`src/rtl/alu_issue_collect_if.sv`:
```
// Command and response channels between a command source and alu_issue_collect.
// The command source uses the master modport; the issue/collect block uses slave.
interface alu_issue_collect_if #(
    parameter int WIDTH = 32,
    parameter int TAG_W = 4
);
    logic             cmd_valid;
    logic             cmd_ready;
    logic [3:0]       cmd_opcode;
    logic [WIDTH-1:0] cmd_a;
    logic [WIDTH-1:0] cmd_b;
    logic [4:0]       cmd_shift;
    logic [TAG_W-1:0] cmd_tag;

    logic             rsp_valid;
    logic             rsp_ready;
    logic [WIDTH-1:0] rsp_result;
    logic [3:0]       rsp_flags;
    logic [TAG_W-1:0] rsp_tag;
    logic             rsp_err;

    modport master (
        output cmd_valid, cmd_opcode, cmd_a, cmd_b, cmd_shift, cmd_tag,
        input  cmd_ready,
        input  rsp_valid, rsp_result, rsp_flags, rsp_tag, rsp_err,
        output rsp_ready
    );

    modport slave (
        input  cmd_valid, cmd_opcode, cmd_a, cmd_b, cmd_shift, cmd_tag,
        output cmd_ready,
        output rsp_valid, rsp_result, rsp_flags, rsp_tag, rsp_err,
        input  rsp_ready
    );
endinterface

```
`src/rtl/alu_issue_collect.sv`:
```
// Issue/collect front end for a fixed-latency pipelined ALU with no flow control.
// Commands are accepted against a credit count so every in-flight op is guaranteed
// a response FIFO slot; results are captured LATENCY cycles after issue and
// returned in issue order.
// Optional feature: define ALU_ISSUE_DIVZERO_EN to intercept DIV by zero and
// return all-ones with rsp_err set instead of the ALU's value.
module alu_issue_collect #(
    parameter int WIDTH     = 32,
    parameter int LATENCY   = 2,
    parameter int TAG_W     = 4,
    parameter int RSP_DEPTH = 4
) (
    input  logic             clk,
    input  logic             rst,
    alu_issue_collect_if.slave bus,
    output logic [3:0]       alu_opcode,
    output logic [WIDTH-1:0] alu_input1,
    output logic [WIDTH-1:0] alu_input2,
    output logic [4:0]       alu_shiftValue,
    input  logic [WIDTH-1:0] alu_result,
    input  logic [3:0]       alu_flags,
    output logic             busy
);
    localparam int CNT_W = $clog2(RSP_DEPTH + 1);
    localparam int PTR_W = (RSP_DEPTH > 1) ? $clog2(RSP_DEPTH) : 1;
    localparam logic [3:0] OP_DIV = 4'd7;

    // ---------------- credit accounting ----------------
    logic [CNT_W-1:0] reserved_reg, reserved_next;
    logic             cmd_ready_reg;
    logic             accept;
    logic             pop;
    logic             rsp_valid;

    assign accept        = bus.cmd_valid && cmd_ready_reg;
    assign pop           = rsp_valid && bus.rsp_ready;
    assign bus.cmd_ready = cmd_ready_reg;
    assign busy          = (reserved_reg != '0);

    // Credit count: one per accepted op, released when its response is popped
    always_comb begin
        reserved_next = reserved_reg;
        if (accept && !pop)
            reserved_next = reserved_reg + 1'b1;
        else if (!accept && pop)
            reserved_next = reserved_reg - 1'b1;
    end

    // Credit register and its registered ready decode (no path from cmd_valid/rsp_ready)
    always_ff @(posedge clk or posedge rst) begin
        if (rst) begin
            reserved_reg  <= '0;
            cmd_ready_reg <= 1'b1;
        end else begin
            reserved_reg  <= reserved_next;
            cmd_ready_reg <= (reserved_next < CNT_W'(RSP_DEPTH));
        end
    end

    // ---------------- issue stage ----------------
    logic issue_bypass;
`ifdef ALU_ISSUE_DIVZERO_EN
    assign issue_bypass = (bus.cmd_opcode == OP_DIV) && (bus.cmd_b == '0);
`else
    assign issue_bypass = 1'b0;
`endif

    // ALU drive registers: the accepted command, or ADD 0+0 when idle/bypassed
    always_ff @(posedge clk or posedge rst) begin
        if (rst) begin
            alu_opcode     <= '0;
            alu_input1     <= '0;
            alu_input2     <= '0;
            alu_shiftValue <= '0;
        end else if (accept && !issue_bypass) begin
            alu_opcode     <= bus.cmd_opcode;
            alu_input1     <= bus.cmd_a;
            alu_input2     <= bus.cmd_b;
            alu_shiftValue <= bus.cmd_shift;
        end else begin
            alu_opcode     <= '0;
            alu_input1     <= '0;
            alu_input2     <= '0;
            alu_shiftValue <= '0;
        end
    end

    // ---------------- tag pipeline ----------------
    logic             stg_valid_reg  [0:LATENCY];
    logic [TAG_W-1:0] stg_tag_reg    [0:LATENCY];
    logic             stg_bypass_reg [0:LATENCY];

    // Stage 0 lines up with the alu_* drive registers
    always_ff @(posedge clk or posedge rst) begin
        if (rst) begin
            stg_valid_reg[0]  <= 1'b0;
            stg_tag_reg[0]    <= '0;
            stg_bypass_reg[0] <= 1'b0;
        end else begin
            stg_valid_reg[0]  <= accept;
            stg_tag_reg[0]    <= bus.cmd_tag;
            stg_bypass_reg[0] <= accept && issue_bypass;
        end
    end

    generate
        for (genvar gi = 1; gi <= LATENCY; gi++) begin : g_stage
            // Advance one stage per cycle alongside the ALU's internal pipeline
            always_ff @(posedge clk or posedge rst) begin
                if (rst) begin
                    stg_valid_reg[gi]  <= 1'b0;
                    stg_tag_reg[gi]    <= '0;
                    stg_bypass_reg[gi] <= 1'b0;
                end else begin
                    stg_valid_reg[gi]  <= stg_valid_reg[gi-1];
                    stg_tag_reg[gi]    <= stg_tag_reg[gi-1];
                    stg_bypass_reg[gi] <= stg_bypass_reg[gi-1];
                end
            end
        end
    endgenerate

    // ---------------- capture ----------------
    logic             push;
    logic [WIDTH-1:0] push_result;
    logic [3:0]       push_flags;

    assign push        = stg_valid_reg[LATENCY];
    assign push_result = stg_bypass_reg[LATENCY] ? {WIDTH{1'b1}} : alu_result;
    assign push_flags  = stg_bypass_reg[LATENCY] ? 4'd0 : alu_flags;

    // ---------------- response FIFO (first-word fall-through) ----------------
    logic [WIDTH-1:0] result_mem [0:RSP_DEPTH-1];
    logic [3:0]       flags_mem  [0:RSP_DEPTH-1];
    logic [TAG_W-1:0] tag_mem    [0:RSP_DEPTH-1];
    logic [PTR_W-1:0] wr_ptr_reg, rd_ptr_reg;
    logic [CNT_W-1:0] count_reg;

    function automatic logic [PTR_W-1:0] ptr_inc(input logic [PTR_W-1:0] p);
        if (p == PTR_W'(RSP_DEPTH - 1))
            return '0;
        else
            return p + 1'b1;
    endfunction

    assign rsp_valid = (count_reg != '0);

    // Pointer and occupancy bookkeeping; push and pop may coincide at any level
    always_ff @(posedge clk or posedge rst) begin
        if (rst) begin
            wr_ptr_reg <= '0;
            rd_ptr_reg <= '0;
            count_reg  <= '0;
        end else begin
            if (push)
                wr_ptr_reg <= ptr_inc(wr_ptr_reg);
            if (pop)
                rd_ptr_reg <= ptr_inc(rd_ptr_reg);
            count_reg <= count_reg + CNT_W'(push) - CNT_W'(pop);
        end
    end

    // Storage write; cleared on reset so response outputs read back as zero
    always_ff @(posedge clk or posedge rst) begin
        if (rst) begin
            for (int i = 0; i < RSP_DEPTH; i++) begin
                result_mem[i] <= '0;
                flags_mem[i]  <= '0;
                tag_mem[i]    <= '0;
            end
        end else if (push) begin
            result_mem[wr_ptr_reg] <= push_result;
            flags_mem[wr_ptr_reg]  <= push_flags;
            tag_mem[wr_ptr_reg]    <= stg_tag_reg[LATENCY];
        end
    end

`ifdef ALU_ISSUE_DIVZERO_EN
    logic err_mem [0:RSP_DEPTH-1];

    // Error bit travels with its FIFO entry
    always_ff @(posedge clk or posedge rst) begin
        if (rst) begin
            for (int i = 0; i < RSP_DEPTH; i++)
                err_mem[i] <= 1'b0;
        end else if (push) begin
            err_mem[wr_ptr_reg] <= stg_bypass_reg[LATENCY];
        end
    end

    assign bus.rsp_err = err_mem[rd_ptr_reg];
`else
    assign bus.rsp_err = 1'b0;
`endif

    assign bus.rsp_valid  = rsp_valid;
    assign bus.rsp_result = result_mem[rd_ptr_reg];
    assign bus.rsp_flags  = flags_mem[rd_ptr_reg];
    assign bus.rsp_tag    = tag_mem[rd_ptr_reg];

    // Credit makes overflow impossible; catch it if that invariant is ever broken
    a_no_overflow: assert property (@(posedge clk) disable iff (rst)
        !(push && !pop && (count_reg == CNT_W'(RSP_DEPTH))));

endmodule

```
`src/flat_wrapper.sv`:
```
// flat-port wrapper written by rule: the top's interface ports become plain ports
module alu_issue_collect_flat 
#(
    parameter int WIDTH     = 32,
    parameter int LATENCY   = 2,
    parameter int TAG_W     = 4,
    parameter int RSP_DEPTH = 4
)
  (clk, rst, alu_opcode, alu_input1, alu_input2, alu_shiftValue, alu_result, alu_flags, busy, bus_cmd_valid, bus_cmd_opcode, bus_cmd_a, bus_cmd_b, bus_cmd_shift, bus_cmd_tag, bus_cmd_ready, bus_rsp_valid, bus_rsp_result, bus_rsp_flags, bus_rsp_tag, bus_rsp_err, bus_rsp_ready);
  alu_issue_collect_if #(.WIDTH(WIDTH), .TAG_W(TAG_W)) bus_i ();
  input  logic clk;
  input  logic rst;
  output logic [3:0] alu_opcode;
  output logic [WIDTH-1:0] alu_input1;
  output logic [WIDTH-1:0] alu_input2;
  output logic [4:0] alu_shiftValue;
  input  logic [WIDTH-1:0] alu_result;
  input  logic [3:0] alu_flags;
  output logic busy;
  input wire logic [$bits(bus_i.cmd_valid)-1:0] bus_cmd_valid;
  input wire logic [$bits(bus_i.cmd_opcode)-1:0] bus_cmd_opcode;
  input wire logic [$bits(bus_i.cmd_a)-1:0] bus_cmd_a;
  input wire logic [$bits(bus_i.cmd_b)-1:0] bus_cmd_b;
  input wire logic [$bits(bus_i.cmd_shift)-1:0] bus_cmd_shift;
  input wire logic [$bits(bus_i.cmd_tag)-1:0] bus_cmd_tag;
  output wire logic [$bits(bus_i.cmd_ready)-1:0] bus_cmd_ready;
  output wire logic [$bits(bus_i.rsp_valid)-1:0] bus_rsp_valid;
  output wire logic [$bits(bus_i.rsp_result)-1:0] bus_rsp_result;
  output wire logic [$bits(bus_i.rsp_flags)-1:0] bus_rsp_flags;
  output wire logic [$bits(bus_i.rsp_tag)-1:0] bus_rsp_tag;
  output wire logic [$bits(bus_i.rsp_err)-1:0] bus_rsp_err;
  input wire logic [$bits(bus_i.rsp_ready)-1:0] bus_rsp_ready;
  assign bus_i.cmd_valid = bus_cmd_valid;
  assign bus_i.cmd_opcode = bus_cmd_opcode;
  assign bus_i.cmd_a = bus_cmd_a;
  assign bus_i.cmd_b = bus_cmd_b;
  assign bus_i.cmd_shift = bus_cmd_shift;
  assign bus_i.cmd_tag = bus_cmd_tag;
  assign bus_cmd_ready = bus_i.cmd_ready;
  assign bus_rsp_valid = bus_i.rsp_valid;
  assign bus_rsp_result = bus_i.rsp_result;
  assign bus_rsp_flags = bus_i.rsp_flags;
  assign bus_rsp_tag = bus_i.rsp_tag;
  assign bus_rsp_err = bus_i.rsp_err;
  assign bus_i.rsp_ready = bus_rsp_ready;
  alu_issue_collect #(.WIDTH(WIDTH), .LATENCY(LATENCY), .TAG_W(TAG_W), .RSP_DEPTH(RSP_DEPTH)) u_core (.clk(clk), .rst(rst), .bus(bus_i), .alu_opcode(alu_opcode), .alu_input1(alu_input1), .alu_input2(alu_input2), .alu_shiftValue(alu_shiftValue), .alu_result(alu_result), .alu_flags(alu_flags), .busy(busy));
endmodule
```
`config.mk`:
```
export PLATFORM = sky130hd
export DESIGN_NAME = alu_issue_collect_flat
export DESIGN_NICKNAME = d
export VERILOG_FILES = /design/src/rtl/alu_issue_collect_if.sv /design/src/rtl/alu_issue_collect.sv /design/src/flat_wrapper.sv
export SDC_FILE = /design/constraint.sdc
export NUM_CORES = 1
export LEC_CHECK = 0
export BUFFER_PORTS_ARGS = -buffer_cell sky130_fd_sc_hd__buf_2
export CORE_MARGIN = 2
export CORE_UTILIZATION = 40
export DETAILED_ROUTE_END_ITERATION = 10
export PLACE_DENSITY = 0.61
export RECOVER_POWER = 100
export SYNTH_ARGS = -nofsm -noshare
export SYNTH_HDL_FRONTEND = slang
export SYNTH_SLANG_ARGS = --single-unit
```
`constraint.sdc`:
```
create_clock -name clk -period 10.2 [get_ports clk]
set_input_delay 2.04 -clock clk [delete_from_list [all_inputs] [get_ports clk]]
set_output_delay 2.04 -clock clk [all_outputs]
set_load 0.05 [all_outputs]
```
=== Word-level counts from Yosys, hierarchy flattened ===
Cells that the tools add are included.

* Register bits after elaboration: 259
* Input bits: 117
* Output and inout bits: 117

* Add/sub/neg operators: 6
* $lt $le $gt $ge: 4
* Equality and inequality tests: 2
* Mux-type cells: 24
* Bitwise operators: 2
* Reductions and logical operators: 9

{| class="wikitable"
|+ Operators with widths
! operator !! count
|-
| two-way mux 32 bit || 5
|-
| bitwise mux 128 bit || 1
|-
| binary-select mux 32 bit (select 2 bit) || 1
|-
| demux 32 bit (select 2 bit) || 1
|-
| bitwise mux 16 bit || 2
|-
| two-way mux 4 bit || 6
|-
| binary-select mux 4 bit (select 2 bit) || 2
|-
| demux 4 bit (select 2 bit) || 1
|-
| greater-or-equal comparator 3 bit, second input constant || 2
|-
| two-way mux 3 bit || 2
|-
| NOT 2 -> 3 bit || 2
|-
| nonzero test 3 bit || 2
|-
| logical AND 1 bit || 5
|-
| two-way mux 5 bit || 1
|-
| adder 2 x 1 -> 2 bit, second input constant || 2
|-
| == test 2 bit, second input constant || 2
|-
| two-way mux 2 bit || 2
|-
| adder 3 x 1 -> 3 bit || 1
|-
| adder 3 x 1 -> 3 bit, second input constant || 1
|-
| less-than comparator 3 x 1 -> 1 bit, second input constant || 1
|-
| less-than comparator 3 bit, second input constant || 1
|-
| subtractor 3 x 1 -> 3 bit || 1
|-
| subtractor 3 x 1 -> 3 bit, second input constant || 1
|-
| zero test 1 bit || 2
|}

=== Logic depth before layout (Yosys ltp) ===
Gate-level depths: netlist (run 1).

* Depth in word-level cells: 6
* Gate-level depth with buffers: 8
* Depth with buffers taken out: 8

=== Least setup slack after synthesis (run 1) ===
Ideal clock, no wire load.

* Kind: input to register
* Start: in bus_rsp_ready
* End: reg u_core.count_reg[2]
* Arrival time: 3.288 ns
* Path slack: 6.789 ns
* Stages on the path: 8
* Cell sequence: o31ai_4 inv_1 ha_1 inv_1 ha_1 fa_1 xnor2_1 xnor2_1

* Longest elaborated chain between the ends: 2

{| class="wikitable"
|+ RTL lines
! what !! line !! text
|-
| start: declaration || flat_wrapper.sv:32 || <nowiki>input wire logic [$bits(bus_i.rsp_ready)-1:0] bus_rsp_ready;</nowiki>
|-
| logical AND 1 bit || alu_issue_collect.sv:36 || <nowiki>assign pop = rsp_valid && bus.rsp_ready;</nowiki>
|-
| via u_core.pop || alu_issue_collect.sv:32 || <nowiki>logic pop;</nowiki>
|-
| subtractor 3 x 1 -> 3 bit || alu_issue_collect.sv:159 || <nowiki>count_reg <= count_reg + CNT_W'(push) - CNT_W'(pop);</nowiki>
|-
| end signal: assignment || alu_issue_collect.sv:159 ||
|-
| end: declaration || alu_issue_collect.sv:137 || <nowiki>logic [CNT_W-1:0] count_reg;</nowiki>
|}

The timed path passes the listed nets, and every way through them passes these cells.
A chain may end at the register's enable or synchronous reset.

=== Worst setup path after layout (run 1) ===
* Start: reg u_core.rd_ptr_reg[0]
* End: out bus_rsp_result[2]

* Longest elaborated chain between the ends: 4

{| class="wikitable"
|+ RTL lines
! what !! line !! text
|-
| start: declaration || alu_issue_collect.sv:136 || <nowiki>logic [PTR_W-1:0] wr_ptr_reg, rd_ptr_reg;</nowiki>
|-
| start signal: assignment || alu_issue_collect.sv:158 || <nowiki>rd_ptr_reg <= ptr_inc(rd_ptr_reg);</nowiki>
|-
| NOT 2 -> 3 bit (implied by the code) || alu_issue_collect.sv:197 || <nowiki>assign bus.rsp_result = result_mem[rd_ptr_reg];</nowiki>
|-
| binary-select mux 32 bit (select 2 bit) || alu_issue_collect.sv:197 ||
|-
| two-way mux 32 bit (implied by the code) (2 in series) || alu_issue_collect.sv:197 ||
|-
| end: declaration || flat_wrapper.sv:28 || <nowiki>output wire logic [$bits(bus_i.rsp_result)-1:0] bus_rsp_result;</nowiki>
|}

Every way passes these cells. The select of a mux whose other input is x is not followed.

==> results of run 1 <==
[worst max-delay path by stage]
stage | slack (ps) | to | start
after floorplan | 1030 | u_core.alu_input1[0]$_DFF_PP0_ | rst
after global placement | 6230 | bus_rsp_tag[3] | u_core.rd_ptr_reg[0]$_DFFE_PP0P_
after detailed placement | 6200 | bus_rsp_flags[3] | u_core.rd_ptr_reg[0]$_DFFE_PP0P_
after CTS | 5620 | bus_rsp_flags[3] | u_core.rd_ptr_reg[0]$_DFFE_PP0P_
after global routing | 2880 | bus_rsp_result[2] | u_core.rd_ptr_reg[0]$_DFFE_PP0P_
final | 3590 | bus_rsp_result[2] | u_core.rd_ptr_reg[0]$_DFFE_PP0P_
[worst max-delay path: stages, from the launching register on]
cell and delay, ps:
sky130_fd_sc_hd__dfrtp_2 330, sky130_fd_sc_hd__clkbuf_1 2540, sky130_fd_sc_hd__mux4_2 650, sky130_fd_sc_hd__clkbuf_1 490
[Yosys cell counts, drive strengths merged (2+ instances only)]
library cell  count
mux2            162
dfrtp           258
o21ai             3
clkbuf           17
mux4             40
xnor2             2
and3             74
inv              11
or3b              2
buf              27
nand2             6
ha               12
a21oi             2
[kinds of logic after synthesis]
group | share of synthesized area (%)
AOI/OAI and AO/OA | 0.743
muxes | 26.2
DFF | 62.1
adders and majority gates | 1.63
xor gates and xnor gates | 0.168
buffers and inverters | 3.94
and+or+nand+nor | 5.20
other | 0.0359
[power by group through the flow]
stage | clock, mW | sequential [mW] | combinational, mW
after detailed placement | 0 | 1.67 | 1.97
after CTS | 1.13 | 1.66 | 1.97
after global placement | 0 | 1.67 | 1.94
after global routing | 1.17 | 1.70 | 2.04
after floorplan | 0 | 1.73 | 1.55
final | 1.09 | 1.65 | 1.90
[cell type report]
class	instances	area [µm²]
Inverter	11	42.5
Fill cell	2339	13300
Clock buffer	44	852
Clock inverter	8	168
Timing Repair Buffer	241	1040
Tap cell	335	419
Sequential cell	259	6480
Multi-Input combinational cell	316	3530
[metrics by stage]
stage                     instances  utilization [%]
after floorplan                 630                -
after global placement         1162             45.4
after detailed placement       1162             45.4
after CTS                      1214             49.4
after global routing           1214             48.5
final                          1214             48.5
[routing by layer]
metal / GRT usage, % / up-vias
met5: 0 / -
met4: 4.19 / 0
met3: 6.12 / 27
met2: 26.4 / 198
met1: 20.3 / 3069
li1: - / 2727
==> flow_metrics.py, run 1 <==
metrics = {
    "drt": {
        "post-route-drc-count": 0,
        "detail_route.first_pass.iterations": 4,
        "detailroute.wirelength.met3_mm": 1.88,
        "dr_total_vias": 6021,
        "wl_per_cell_um": 18.3,
        "top_routing_layer_in_use": "met4",
        "wl_met2_mm": 10.6,
        "ant_nets": 0,
        "met1_length_mm": 9.28,
        "initialDrtViolationCount": 273,
        "totalWireLength_mm": 22.2,
        "detail_route.vias_per_cell": 4.96,
    },
    "worst_hold_path": {
        "min_path_cells": 0,
        "timing.hold.worst.class": "flip-flop to flip-flop",
        "hold_path_startpoint": "u_core.stg_tag_reg[6]$_DFF_PP0_",
        "hold_path_end": "u_core.stg_tag_reg[2]$_DFF_PP0_",
    },
    "floorplanning": {
        "initial_utilization_pct": 40.4,
        "ports_placed_on_the_boundary": 234,
        "fp.dieH_um": 166,
        "die-area_um2": 27400,
        "core_um2": 25800,
        "num_rows": 59,
        "dieWidth_um": 166,
    },
    "timing": {
        "rsz_0062_raised_after_global_routing": "false",
        "fmax_mhz": 151,
        "final.setup_skew_ps": 8.66,
        "report.final.slew_viol_count": 426,
        "hold_violations": 0,
        "timing.setup.tns_ps": 0,
        "part_of_the_cycle_the_worst_path_needs_pct": 64.8,
        "hold_ws_ps": 346,
        "worst_slew_pin_slew_ps": 4920,
        "max_slew_margin_pct": -230,
        "period_needed_ps": 6610,
        "setup_viol": 0,
        "setup_slack_ps": 3590,
    },
    "clock_tree": {
        "cts_hold_repair.buffers": 0,
        "clock-sinks": 259,
        "post_cts_resized": 0,
        "worstSkewPairLatency_ps": 520,
        "cts_post_setup_buffers_inserted": 0,
        "clk_pin_slew_ps": 60,
        "htree_num_levels": 1,
        "clock_tree_from_tritoncts": "yes",
        "cts.root.buffer_cell": "sky130_fd_sc_hd__clkbuf_16",
        "tritoncts.num_buffers": 29,
        "cts_max_path_buffers": 3,
    },
    "logic_synthesis": {
        "async_flop_share_pct": 100,
        "synth_enable_flop_cells": 0,
        "yosysSeqAreaShare_pct": 62.1,
        "synthDistinctLibCells": 31,
        "yosys.area.top_type": "sky130_fd_sc_hd__dfrtp_1",
        "synth_area_um2": 10400,
        "number_of_storage_elements_in_the_synthesis_netlist": 259,
        "synthCells": 630,
        "synth-warning-count": 0,
        "synth_fp_nets": 760,
        "synth_top_cells_by_area": "sky130_fd_sc_hd__dfrtp_1 (62%), sky130_fd_sc_hd__mux2_2 (17%), sky130_fd_sc_hd__mux4_2 (8.2%)",
        "synth_top_area_share_pct": 61.8,
        "mean_cell_area_of_the_mapped_netlist_um2": 16.6,
        "ys.flop_type": "sky130_fd_sc_hd__dfrtp_1",
    },
    "layout": {
        "layout_common_cells": "sky130_fd_sc_hd__dfrtp_1 (256), sky130_fd_sc_hd__mux2_2 (162), sky130_fd_sc_hd__clkbuf_1 (145)",
        "layout.cells.most_common": "sky130_fd_sc_hd__dfrtp_1",
        "final_design_area_excluding_fillers_um2": 12500,
        "nNetsFinal": 988,
        "area_delta_synth_final_pct": 20.1,
        "layout_cells_sized_above_1_pct": 40.3,
        "biggestRegsByFlops": "u_core.result_mem (128), u_core.alu_input1 (32), u_core.alu_input2 (32)",
        "antenna-diode-count": 0,
        "largest_register_ff_count": 128,
        "largest_register_by_flop_count": "u_core.result_mem",
    },
    "pwr": {
        "internal_dissipation_mw": 2.84,
        "vdd_drop_max_mv": 0.219,
        "power-per-cell-area_nw_per_um2": 371,
        "total_power_mw": 4.65,
        "share_clk_of_total_power_pct": 23.5,
        "combinationalPowerShare_pct": 40.9,
        "p_sw_share_pct": 38.9,
        "power.switching_mw": 1.81,
        "power_leakage_nw": 5.81,
        "portion_of_total_power_attributed_to_sequential_cells_pct": 35.6,
    },
    "placed_design": {
        "routabilityCongestion": 0.745,
        "place_worst_setup_slack_ps": 6200,
        "numPortBuffers": 232,
        "place_hpwl_mm": 14.4,
        "placement.cell_area_um2": 11700,
    },
    "setup_path": {
        "crit_type": "flip-flop to output pin",
        "r2r_start": "u_core.rd_ptr_reg[0]$_DFFE_PP0P_",
        "timing.critical_path.from_type": "flip-flop",
        "end_kind": "output pin",
        "worst_r2r_endpoint": "u_core.rd_ptr_reg[0]$_DFFE_PP0P_",
        "required_ps": 8160,
        "setup.reg_to_reg.worst_slack_ps": 6300,
        "critical_path_arrival_ps": 4570,
        "r2r.worst_path.cells": 4,
        "crit_path_max_fanout": 43,
    },
    "global_routing": {
        "grt_pass1_wl_mm": 34.4,
        "maximum_number_of_pins_on_one_net_before_global_route_repair": 113,
        "grtUsageTotal_pct": 16.1,
        "grt_remaining_overflow": 0,
        "grt_antenna_before_repair": 1,
        "grt_pass1_vias": 6264,
    },
    "status": {
        "run_status": "finished, violations left",
        "violations": "capacitance limit, slew limit",
    },
    "flow_run": {
        "max_cap_violations": 8,
    },
}
Power figures use the tool's default switching activity.
==> run 2, diff against run 1 <==
PLACE_DENSITY = 0.63   (was 0.61)
clock period = 5.7 ns   (was 10.2 ns; I/O delays follow)
==> run 2 against run 1 <==
Compared with the run above: the flow still finishes with violations (capacitance limit, slew limit); core utilization decreased by 0.55 points; register-to-register slack got worse by 4000 ps; clock-buffer cell count is 2 lower; wire length is 5.3% lower; via count is 0.53% lower; power up 73%; clock skew increased by 5.0 ps; largest power group unchanged.
==> flow_metrics.py, run 2 (synthesis gave the netlist of run 1 again) <==
metrics = {
    "timing": {
        "fmax_mhz": 222,
        "part_of_the_cycle_the_worst_path_needs_pct": 78.9,
        "timing.setup.tns_ps": 0,
        "period_needed_ps": 4500,
        "hold_violations": 0,
        "max_slew_margin_pct": -101,
        "final.setup_skew_ps": 13.7,
        "setup_viol": 0,
        "worst_slew_pin_slew_ps": 3020,
        "report.final.slew_viol_count": 411,
        "setup_slack_ps": 1200,
        "hold_ws_ps": 346,
        "rsz_0062_raised_after_global_routing": "false",
    },
    "layout": {
        "layout.cells.most_common": "sky130_fd_sc_hd__dfrtp_1",
        "layout_cells_sized_above_1_pct": 41.3,
        "footprint_of_the_multi_input_gates_um2": 3530,
        "fillers": 2303,
        "antenna-diode-count": 0,
        "area_delta_synth_final_pct": 18.7,
        "nNetsFinal": 984,
        "layout_common_cells": "sky130_fd_sc_hd__dfrtp_1 (257), sky130_fd_sc_hd__mux2_2 (162), sky130_fd_sc_hd__clkbuf_1 (131)",
        "largest_register_ff_count": 128,
        "ff_latch_area_um2": 6480,
        "largest_register_by_flop_count": "u_core.result_mem",
        "post_layout_nonfiller_instances": 1209,
        "biggestRegsByFlops": "u_core.result_mem (128), u_core.alu_input1 (32), u_core.alu_input2 (32)",
    },
    "status": {
        "violations": "capacitance limit, slew limit",
        "run_status": "finished, violations left",
    },
    "setup_path": {
        "r2r.worst_path.cells": 5,
        "worstPathBufferInverterCount": 1,
        "crit_type": "flip-flop to output pin",
        "cp_depth": 2,
        "worstSetupEndpoint": "bus_rsp_result[28]",
        "r2r_start": "u_core.wr_ptr_reg[0]$_DFFE_PP0P_",
        "worst_r2r_endpoint": "u_core.result_mem[40]$_DFFE_PP0P_",
        "required_ps": 4560,
        "setup.reg_to_reg.worst_slack_ps": 2320,
        "critPathMaxStageDelay_ps": 1780,
        "first_element_of_the_critical_path": "u_core.rd_ptr_reg[1]$_DFFE_PP0P_",
        "end_kind": "output pin",
        "timing.critical_path.from_type": "flip-flop",
        "critical_path_arrival_ps": 3360,
        "crit_path_cell_trace": "mux4_2, clkbuf_1",
        "critPathSlowestCell": "sky130_fd_sc_hd__dfrtp_1",
        "crit_path_max_fanout": 42,
        "critical_path.top_delay_family": "flip-flops",
    },
    "placed_design": {
        "place_worst_setup_slack_ps": 2190,
        "routabilityCongestion": 0.727,
        "numPortBuffers": 232,
        "place_hpwl_mm": 13.4,
        "placed_cells_incl_taps": 1160,
    },
    "floorplanning": {
        "core_um2": 25800,
        "initial_utilization_pct": 40.4,
        "ports_placed_on_the_boundary": 234,
        "fp.dieH_um": 166,
        "dieWidth_um": 166,
        "die-area_um2": 27400,
        "num_rows": 59,
    },
    "drt": {
        "detail_route.vias_per_cell": 4.95,
        "initialDrtViolationCount": 345,
        "detail_route.first_pass.iterations": 4,
        "ant_nets": 0,
        "post-route-drc-count": 0,
        "totalWireLength_mm": 21.0,
        "dr_total_vias": 5989,
        "wl_per_cell_um": 17.4,
    },
    "clock_tree": {
        "post_cts_resized": 0,
        "worstSkewPairLatency_ps": 530,
        "cts.root.buffer_cell": "sky130_fd_sc_hd__clkbuf_16",
        "htree_num_levels": 1,
        "clk_pin_slew_ps": 60,
        "clock_tree_from_tritoncts": "yes",
        "cts_post_setup_buffers_inserted": 0,
        "cts_hold_repair.buffers": 0,
        "clock-sinks": 259,
        "tritoncts.num_buffers": 27,
        "cts_max_path_buffers": 3,
    },
    "flow_run": {
        "max_cap_violations": 7,
    },
    "global_routing": {
        "grt_pass1_wl_mm": 33.6,
        "grt_antenna_before_repair": 1,
        "grt_remaining_overflow": 0,
        "maximum_number_of_pins_on_one_net_before_global_route_repair": 139,
        "grt_pass1_vias": 6444,
        "grtUsageTotal_pct": 15.5,
    },
    "pwr": {
        "vdd_drop_max_mv": 0.410,
        "power-per-cell-area_nw_per_um2": 648,
        "total_power_mw": 8.03,
        "power_leakage_nw": 5.78,
    },
    "worst_hold_path": {
        "min_path_cells": 0,
        "timing.hold.worst.class": "flip-flop to flip-flop",
    },
}
run 2: cell types whose count changed in the layout (fill, tap and decap cells not counted), sizes merged:
cell	change
buf	+12
bufinv	-4
clkbuf	-16
clkinv	+3
clkinvlp	-1
inv	+1
run 2: how the worst min path moves through the flow:
stage / start / end / slack, ps
6_report: u_core.stg_tag_reg[6]$_DFF_PP0_ / u_core.stg_tag_reg[2]$_DFF_PP0_ / 350
5_1_grt: u_core.stg_tag_reg[9]$_DFF_PP0_ / u_core.stg_tag_reg[5]$_DFF_PP0_ / 360
4_1_cts: u_core.stg_tag_reg[6]$_DFF_PP0_ / u_core.stg_tag_reg[2]$_DFF_PP0_ / 350
3_5_place_dp: u_core.stg_valid_reg[1]$_DFF_PP0_ / u_core.push$_DFF_PP0_ / 340
3_3_place_gp: u_core.stg_tag_reg[5]$_DFF_PP0_ / u_core.stg_tag_reg[1]$_DFF_PP0_ / 330
2_1_floorplan: u_core.stg_valid_reg[1]$_DFF_PP0_ / u_core.push$_DFF_PP0_ / 330
run 2: per-layer routing:
layer | track usage (%) | routed length (µm)
met5 | 0 | 13
met4 | 3.84 | 503
met3 | 5.00 | 1710
met2 | 24.9 | 9780
met1 | 20.5 | 9000
run 2: area by class of cell:
type                    instances  area share, %
clock buffers                  42           6.39
clock inverters                 7          0.515
inverters                      11          0.363
multi-input cells             316           28.5
flip-flops and latches        259           52.3
well taps                     335           3.38
repair buffers                239           8.56
run 2: where the power goes:
| group | leakage [nW] | switching [mW] | internal (mW) |
|---|---|---|---|
| clock network | 0.425 | 0.691 | 0.996 |
| registers | 3.17 | 0.506 | 2.55 |
| logic | 2.18 | 2.02 | 1.27 |
run 2: stage by stage:
stage | util, % | instance area [µm²]
3_3_place_gp | 45.4 | 11700
3_5_place_dp | 45.4 | 11700
2_1_floorplan | - | 10400
6_report | 48.0 | 12400
4_1_cts | 48.8 | 12600
5_1_grt | 48.0 | 12400
==> run 3, diff against run 2 <==
clock period = 4 ns   (was 5.7 ns; I/O delays follow)
==> run 3 against run 2 <==
Compared with the run above: final area up 1.1%; non-clock buffer count up 9; wire length up 3.5%; largest power group unchanged; clock power up 53%; worst setup slack worse by 620 ps; combinational power up 46%; critical path depth up 1; global-route usage up 0.46 points; first-iteration DRC count down 28%; the flow still finishes with violations (capacitance limit, slew limit); register-to-register slack worse by 1500 ps; critical path type unchanged.
==> flow_metrics.py, run 3 (synthesis gave the netlist of run 1 again) <==
metrics = {
    "drt": {
        "totalWireLength_mm": 21.7,
        "post-route-drc-count": 0,
        "detail_route.vias_per_cell": 4.97,
        "ant_nets": 0,
        "detail_route.first_pass.iterations": 4,
        "dr_total_vias": 6065,
        "wl_per_cell_um": 17.8,
        "initialDrtViolationCount": 248,
    },
    "timing": {
        "timing.setup.tns_ps": 0,
        "period_needed_ps": 3420,
        "setup_viol": 0,
        "final.setup_skew_ps": 11.8,
        "setup_slack_ps": 582,
        "hold_violations": 0,
        "rsz_0062_raised_after_global_routing": "false",
        "max_slew_margin_pct": -17.8,
        "worst_slew_pin_slew_ps": 1770,
        "hold_ws_ps": 347,
        "fmax_mhz": 293,
        "report.final.slew_viol_count": 124,
        "part_of_the_cycle_the_worst_path_needs_pct": 85.4,
    },
    "global_routing": {
        "grt_antenna_before_repair": 1,
        "grt_pass1_wl_mm": 34.3,
        "grtUsageTotal_pct": 16.0,
        "grt_remaining_overflow": 0,
        "maximum_number_of_pins_on_one_net_before_global_route_repair": 74,
        "grt_pass1_vias": 6443,
    },
    "placed_design": {
        "numPortBuffers": 232,
        "place_worst_setup_slack_ps": 1150,
        "place_hpwl_mm": 14.4,
        "placed_cells_incl_taps": 1169,
        "routabilityCongestion": 0.738,
    },
    "layout": {
        "layout.cells.most_common": "sky130_fd_sc_hd__dfrtp_1",
        "layout_common_cells": "sky130_fd_sc_hd__dfrtp_1 (256), sky130_fd_sc_hd__mux2_2 (162), sky130_fd_sc_hd__clkbuf_1 (129)",
        "nNetsFinal": 994,
        "largest_register_ff_count": 128,
        "area_delta_synth_final_pct": 20.1,
        "antenna-diode-count": 0,
        "post_layout_nonfiller_instances": 1220,
        "biggestRegsByFlops": "u_core.result_mem (128), u_core.alu_input1 (32), u_core.alu_input2 (32)",
        "layout_cells_sized_above_1_pct": 42.4,
        "utilization_pct": 48.5,
        "largest_register_by_flop_count": "u_core.result_mem",
    },
    "flow_run": {
        "max_cap_violations": 4,
    },
    "setup_path": {
        "crit_type": "flip-flop to output pin",
        "worst_r2r_endpoint": "u_core.result_mem[69]$_DFFE_PP0P_",
        "crit_path_max_fanout": 26,
        "required_ps": 3200,
        "setup.reg_to_reg.worst_slack_ps": 780,
        "timing.critical_path.from_type": "flip-flop",
        "r2r.worst_path.cells": 5,
        "critical_path_arrival_ps": 2620,
        "r2r_start": "u_core.wr_ptr_reg[1]$_DFFE_PP0P_",
        "end_kind": "output pin",
    },
    "floorplanning": {
        "num_rows": 59,
        "ports_placed_on_the_boundary": 234,
        "die-area_um2": 27400,
        "core_um2": 25800,
        "dieWidth_um": 166,
        "initial_utilization_pct": 40.4,
        "fp.dieH_um": 166,
    },
    "worst_hold_path": {
        "hold_path_startpoint": "u_core.stg_valid_reg[2]$_DFF_PP0_",
        "min_path_cells": 0,
        "hold_path_end": "u_core.stg_valid_reg[1]$_DFF_PP0_",
        "timing.hold.worst.class": "flip-flop to flip-flop",
    },
    "clock_tree": {
        "worstSkewPairLatency_ps": 530,
        "clock-sinks": 259,
        "post_cts_resized": 0,
        "cts.root.buffer_cell": "sky130_fd_sc_hd__clkbuf_16",
        "cts_hold_repair.buffers": 0,
        "cts_max_path_buffers": 3,
        "cts_post_setup_buffers_inserted": 0,
        "clock_tree_from_tritoncts": "yes",
        "tritoncts.num_buffers": 28,
        "clk_pin_slew_ps": 60,
        "htree_num_levels": 1,
    },
    "pwr": {
        "power_leakage_nw": 5.85,
        "power-per-cell-area_nw_per_um2": 929,
        "vdd_drop_max_mv": 0.580,
    },
    "status": {
        "run_status": "finished, violations left",
        "violations": "capacitance limit, slew limit",
    },
}
-- run 3: changes by cell type in the layout (fill, tap and decap cells not counted) --
cell,delta
sky130_fd_sc_hd__clkbuf_8,+4
sky130_fd_sc_hd__dfrtp_2,+1
sky130_fd_sc_hd__clkinv_4,+1
sky130_fd_sc_hd__inv_6,-1
sky130_fd_sc_hd__clkbuf_16,+2
sky130_fd_sc_hd__buf_2,+3
sky130_fd_sc_hd__clkinvlp_2,+1
sky130_fd_sc_hd__clkbuf_1,-2
sky130_fd_sc_hd__clkbuf_2,+2
sky130_fd_sc_hd__dfrtp_1,-1
sky130_fd_sc_hd__buf_4,+1
-- run 3: how the worst max path moves through the flow --
stage | slack (ps) | end | from | depth (start not counted)
2_1_floorplan | -210 | u_core.alu_input1[0]$_DFF_PP0_ | rst | 1
3_3_place_gp | 1190 | bus_rsp_tag[3] | u_core.rd_ptr_reg[0]$_DFFE_PP0P_ | 3
3_5_place_dp | 1150 | bus_rsp_tag[3] | u_core.rd_ptr_reg[0]$_DFFE_PP0P_ | 3
4_1_cts | 570 | bus_rsp_tag[3] | u_core.rd_ptr_reg[0]$_DFFE_PP0P_ | 3
5_1_grt | 410 | bus_rsp_tag[3] | u_core.rd_ptr_reg[0]$_DFFE_PP0P_ | 3
6_report | 580 | bus_rsp_tag[3] | u_core.rd_ptr_reg[0]$_DFFE_PP0P_ | 3
-- run 3: metrics by stage --
stage	cell area (µm²)	power (mW)
4_1_cts	12800	12.0
3_3_place_gp	11800	9.24
5_1_grt	12500	12.3
6_report	12500	11.6
3_5_place_dp	11800	9.34
2_1_floorplan	10400	8.35
-- run 3: routing by layer --
layer / vias up / share of wire [%] / global-route usage [%] / routed length [µm]
li1: 2747 / - / - / -
met4: 2 / 2.1 / 3.76 / 447
met5: - / 0.060 / 0 / 13
met3: 35 / 8.9 / 5.52 / 1930
met1: 3072 / 42 / 20.6 / 9210
met2: 209 / 47 / 26.0 / 10100
-- run 3: critical path, cell delays in order, from the launching register on --
cell and delay [ps]:
sky130_fd_sc_hd__dfrtp_2 780, sky130_fd_sc_hd__buf_12 320, sky130_fd_sc_hd__mux4_1 650, sky130_fd_sc_hd__clkbuf_1 330
-- run 3: where the power goes --
part | switching, mW | internal, mW
clock network | 1.01 | 1.57
registers | 0.608 | 3.64
logic | 3.02 | 1.80
total | 4.64 | 7.00
-- run 3: area by class of cell --
cell class,instances,area [µm²]
sequential,259,6480
inverter,11,42.5
clock inverter,8,71.3
tap,335,419
multi-input combinational,316,3530
clock buffer,43,878
timing repair buffer,248,1100
fill,2317,13300
